File: config.mk
export PLATFORM = sky130hd
export DESIGN_NAME = out_pack_ctrl
export DESIGN_NICKNAME = d
export VERILOG_FILES = /design/src/rtl/out_pack_ctrl.sv
export SDC_FILE = /design/constraint.sdc
export NUM_CORES = 1
export LEC_CHECK = 0
export ABC_AREA = 0
export BUFFER_PORTS_ARGS = -buffer_cell sky130_fd_sc_hd__clkbuf_2
export CORE_MARGIN = 3
export CORE_UTILIZATION = 60
export DETAILED_ROUTE_END_ITERATION = 8
export PLACE_DENSITY = 0.88
export SLEW_MARGIN = 15
export SYNTH_ARGS = -nofsm -noshare
export SYNTH_HDL_FRONTEND = slang
export SYNTH_SLANG_ARGS = --single-unit
export TNS_END_PERCENT = 10
File: constraint.sdc
create_clock -name clk -period 11.93 [get_ports clk]
set_clock_uncertainty 0.2 [all_clocks]
set_input_delay 0.5965 -clock clk [delete_from_list [all_inputs] [get_ports clk]]
set_output_delay 0.5965 -clock clk [all_outputs]
set_load 0.03 [all_outputs]
File: src/rtl/out_pack_ctrl.sv
// out_pack_ctrl: sequences the output packer. Arbitrates adder sets for frame
// space round-robin, hands out slot offsets, tracks the fill level and drains
// a full (or flushed) frame downstream through a valid/ready handshake.
module out_pack_ctrl #(
  parameter int DATA_WIDTH     = 32,
  parameter int NUM_OF_MUL     = 14,
  parameter int DATA_OF_SET    = 128,
  parameter int OUT_NUM_OF_SET = 3,
  parameter int PTR_W          = $clog2(DATA_OF_SET + 1)
) (
  input  logic                            clk,
  input  logic                            rst,
  input  logic [OUT_NUM_OF_SET-1:0]       adder_req,
  output logic [OUT_NUM_OF_SET-1:0]       adder_valid,
  output logic [OUT_NUM_OF_SET*PTR_W-1:0] slot_base,
  input  logic                            flush,
  output logic                            dout_valid,
  input  logic                            dout_ready,
  output logic [PTR_W-1:0]                dout_words
);

  localparam int RR_W = (OUT_NUM_OF_SET > 1) ? $clog2(OUT_NUM_OF_SET) : 1;

  typedef enum logic {
    ST_FILL  = 1'b0,
    ST_DRAIN = 1'b1
  } state_e;

  // A frame must hold at least one set's worth of results.
  if (DATA_OF_SET < NUM_OF_MUL || DATA_WIDTH < 1) begin : g_bad_cfg
    $error("out_pack_ctrl: DATA_OF_SET must be >= NUM_OF_MUL");
  end

  state_e            state_q, state_d;
  logic [PTR_W-1:0]  wr_ptr_q, wr_ptr_d;
  logic [RR_W-1:0]   rr_ptr_q, rr_ptr_d;
  logic              flush_pend_q, flush_pend_d;

  int                free_slots;
  int                grant_cnt;
  int                scan_idx;
  logic [RR_W-1:0]   last_idx;
  logic [PTR_W-1:0]  wr_upd;

  // Grant selection: scan from rr_ptr, grant the first requesters that fit.
  always_comb begin
    adder_valid = '0;
    slot_base   = '0;
    grant_cnt   = 0;
    scan_idx    = 0;
    last_idx    = rr_ptr_q;
    free_slots  = (DATA_OF_SET - int'(wr_ptr_q)) / NUM_OF_MUL;
    // NOTE: grants are gated by rst so the combinational outputs read zero
    // while reset is held, matching the registered outputs.
    if (rst && state_q == ST_FILL) begin
      for (int j = 0; j < OUT_NUM_OF_SET; j++) begin
        scan_idx = (int'(rr_ptr_q) + j) % OUT_NUM_OF_SET;
        if (adder_req[scan_idx] && grant_cnt < free_slots) begin
          adder_valid[scan_idx] = 1'b1;
          slot_base[scan_idx*PTR_W +: PTR_W] =
            wr_ptr_q + PTR_W'(grant_cnt * NUM_OF_MUL);
          grant_cnt = grant_cnt + 1;
          last_idx  = RR_W'(scan_idx);
        end
      end
    end
  end

  // Next-state: fill pointer, round-robin start and FILL/DRAIN sequencing.
  always_comb begin
    state_d      = state_q;
    wr_ptr_d     = wr_ptr_q;
    rr_ptr_d     = rr_ptr_q;
    flush_pend_d = flush_pend_q;
    wr_upd       = wr_ptr_q + PTR_W'(grant_cnt * NUM_OF_MUL);
    case (state_q)
      ST_FILL: begin
        wr_ptr_d = wr_upd;
        if (grant_cnt > 0) begin
          rr_ptr_d = RR_W'((int'(last_idx) + 1) % OUT_NUM_OF_SET);
        end
        // A flush either closes the frame now or is dropped on an empty one.
        flush_pend_d = 1'b0;
        if ((DATA_OF_SET - int'(wr_upd)) < NUM_OF_MUL ||
            ((flush || flush_pend_q) && wr_upd != '0)) begin
          state_d = ST_DRAIN;
        end
      end
      ST_DRAIN: begin
        // Flushes are ignored here: the frame is already closing.
        if (dout_ready) begin
          state_d  = ST_FILL;
          wr_ptr_d = '0;
        end
      end
      default: state_d = ST_FILL;
    endcase
  end

  // State registers; reset discards any frame in progress.
  always_ff @(posedge clk or negedge rst) begin
    if (!rst) begin
      state_q      <= ST_FILL;
      wr_ptr_q     <= '0;
      rr_ptr_q     <= '0;
      flush_pend_q <= 1'b0;
    end else begin
      // NOTE: non-blocking assignments so every register samples the
      // pre-edge values computed by the next-state logic.
      state_q      <= state_d;
      wr_ptr_q     <= wr_ptr_d;
      rr_ptr_q     <= rr_ptr_d;
      flush_pend_q <= flush_pend_d;
    end
  end

  assign dout_valid = (state_q == ST_DRAIN);
  assign dout_words = dout_valid ? wr_ptr_q : '0;

endmodule

==> flow_metrics.py <==
metrics = {
    "worst_setup_path": {
        "r2r_end": "dout_valid",
        "required_ns": 11.89,
        "crit_type": "flip-flop to flip-flop",
        "reg2reg_from": "wr_ptr_q[2]",
        "slowest_delay_ns": 0.62,
        "crit_path_frequent_cell": "ha_1",
        "r2r_cells": 43,
        "slowest_stage": "dfrtp_2",
        "r2r_slack_ns": 0.88,
        "end_kind": "flip-flop",
        "startpoint_type": "flip-flop",
        "worstPathMaxFanout": 17,
        "worstPathArrival_ns": 11.01,
    },
    "die": {
        "core_sq_um": 5709,
        "die_x_microns": 84.25,
        "die-area_sq_um": 7097,
        "initial_core_util_pct": 64.34,
        "fp.dieH_microns": 84.25,
        "placementRows": 27,
        "num_io_pins": 43,
    },
    "layout": {
        "final_nets": 580,
        "final_layout_size_suffix_gt1_share_pct": 13.69,
        "fillers": 471,
        "num_antenna_cells": 0,
        "area_delta_synth_final_pct": 6.403,
    },
    "timing": {
        "tns_ns": 0,
        "layout_min_cycle_time_ns": 11.05,
        "fin_crit_sh_pct": 92.65,
        "rsz0062_at_grt": "false",
        "setup_violations": 0,
        "drv_slew": 0,
        "hold_viol": 0,
        "max_freq_ghz": 0.09047,
        "worst_pin_slew_ns": 1.113,
        "max-slew-margin-rel_pct": 25.64,
    },
    "synth": {
        "ys_types": 84,
        "syn-mean-instance-area_sq_um": 7.303,
        "synth_top_area_share_pct": 13.96,
        "syn-instance-count": 503,
        "synthTopCellsByCount": "46 x nand2_1, 44 x a21oi_1, 41 x ha_1, 33 x inv_1",
        "synthTopCellsByArea": "ha_1 14%, dfrtp_1 6.8%, a21oi_1 6.0%",
        "synth_enable_flop_cells": 0,
        "synth_area_sq_um": 3674,
        "ys.flop_type": "dfrtp_1",
        "ys_warn_count": 0,
        "ys_async_sr_fraction_pct": 100.0,
        "synth-seq-cells": 10,
        "yosysMostFrequentCell": "nand2_1",
        "synth_area_leader_cell": "ha_1",
        "synth_seq_area_share_pct": 6.812,
    },
    "route": {
        "vias": 4101,
        "ant_nets": 0,
        "drc": 0,
        "routed_via_density": 6.858,
        "drt-pass1-iter-count": 5,
        "routedWlPerCell_microns": 18.57,
        "drt_wl_total_mm": 11.11,
        "drt_iter0_markers": 625,
    },
    "clock_tree": {
        "htreeDepth": 1,
        "postCtsSetupRepairBufs": 0,
        "cts_tree": "done",
        "cts_buffers": 3,
        "clockBufferDepth": 2,
        "clock_latency_ns": 0.24,
        "path_clk_slew_ns": 0.05,
        "root_buffer": "clkbuf_8",
        "cts_num_sinks": 10,
        "holdBufCountCts": 0,
    },
    "global_routing": {
        "grt_pass1_vias": 3788,
        "grt_first_pass_wirelength_mm": 18.38,
        "grt_max_degree": 35,
        "antenna_found_initial": 0,
        "grt-ovfl-total": 0,
        "grtUsageTotal_pct": 30.41,
    },
    "worst_hold_path": {
        "worst_hold_path_type": "input pin to asynchronous set/reset pin",
    },
    "run": {
        "max_cap_violations": 0,
    },
    "place": {
        "numPortBuffers": 38,
        "hpwlAfterDp_mm": 8.440,
        "gp_congestion": 0.9374,
    },
    "run_status": {
        "outcome": "finished clean",
    },
}
==> per-layer routing <==
metal	wire (microns)	GRT usage, %
met1	4576	41.50
met2	5204	51.08
met3	1131	3.140
met4	194	7.895
met5	0	0
==> cells in the final DEF, fill, tap and decap left out, drive strengths merged, types with 6 or more instances in the layout <==
cell type / count
a21o: 10
nand2b: 8
dfrtp: 10
inv: 33
nand3: 22
xnor2: 18
o31ai: 7
a21oi: 45
and3: 8
mux2i: 6
nor3: 16
a22oi: 11
clkbuf: 42
nand2: 46
nor2b: 13
ha: 41
a222oi: 6
or3: 6
xor2: 9
nor2: 30
and2: 13
o21ai: 32
o2bb2ai: 7
==> registers in the layout (all words and copies together), names as in the netlist <==
signal      flops
dout_valid      1
rr_ptr_q        2
wr_ptr_q        7
==> layout make-up <==
type / instances / area (sq um) / area share (%)
clock buffer: 4 / 55.05 / 1.408
inverter: 34 / 127.6 / 3.265
multi-input combinational: 438 / 3179 / 81.34
sequential: 10 / 251.5 / 6.434
tap: 72 / 90.09 / 2.305
timing repair buffer: 40 / 205.2 / 5.250
==> worst max-delay path: cells and delay by family (launching register included) <==
family / cells / cell delay (ns)
AOI/OAI and AO/OA: 14 / 2.94
adders and majority gates: 9 / 2.79
buffers and inverters: 5 / 0.55
DFF: 1 / 0.62
muxes: 1 / 0.37
and+or+nand+nor: 14 / 3.46
==> stage by stage <==
step	hold slack, ns	setup slack, ns	utilization [%]	std cells	cell area (sq um)
4_1_cts	0.03844	0.6867	68.35	598	3902
3_3_place_gp	0.2925	1.085	67.39	594	3847
2_1_floorplan	0.1009	2.112	-	506	3685
6_report	0.03824	0.8766	68.46	598	3909
5_1_grt	0.04536	0.03954	68.46	598	3909
3_5_place_dp	0.2988	0.8073	67.39	594	3847
==> what timing repair did <==
item | in CTS | in global routing
endpoints found under the hold margin | 0 | 0
setup endpoints to repair | 0 | 3
resized for setup | 0 | 2
==> how the worst max path moves through the flow <==
stage / start / endpoint / slack (ns)
finish: wr_ptr_q[2] / dout_valid / 0.88
floorplan: wr_ptr_q[1] / dout_valid / 2.11
detailed placement: wr_ptr_q[2] / dout_valid / 0.81
CTS: wr_ptr_q[2] / dout_valid / 0.69
global placement: wr_ptr_q[2] / dout_valid / 1.08
global route: wr_ptr_q[2] / dout_valid / 0.04
==> cells by family (layout without fill, tap and decap cells) <==
logic type	after synthesis	count (layout)	synth area share (%)
compound gates	167	167	32.19
xor+xnor	27	27	6.642
fa+ha+maj	46	46	16.69
buf+inv	58	78	7.084
flops	10	10	6.812
mux	9	9	2.554
other cells	1	4	0.1021
simple gates	185	185	27.93
Power is left out: the tool's default activity adds up to more than one toggle a clock period on the data nets, which glitch-free logic cannot reach.
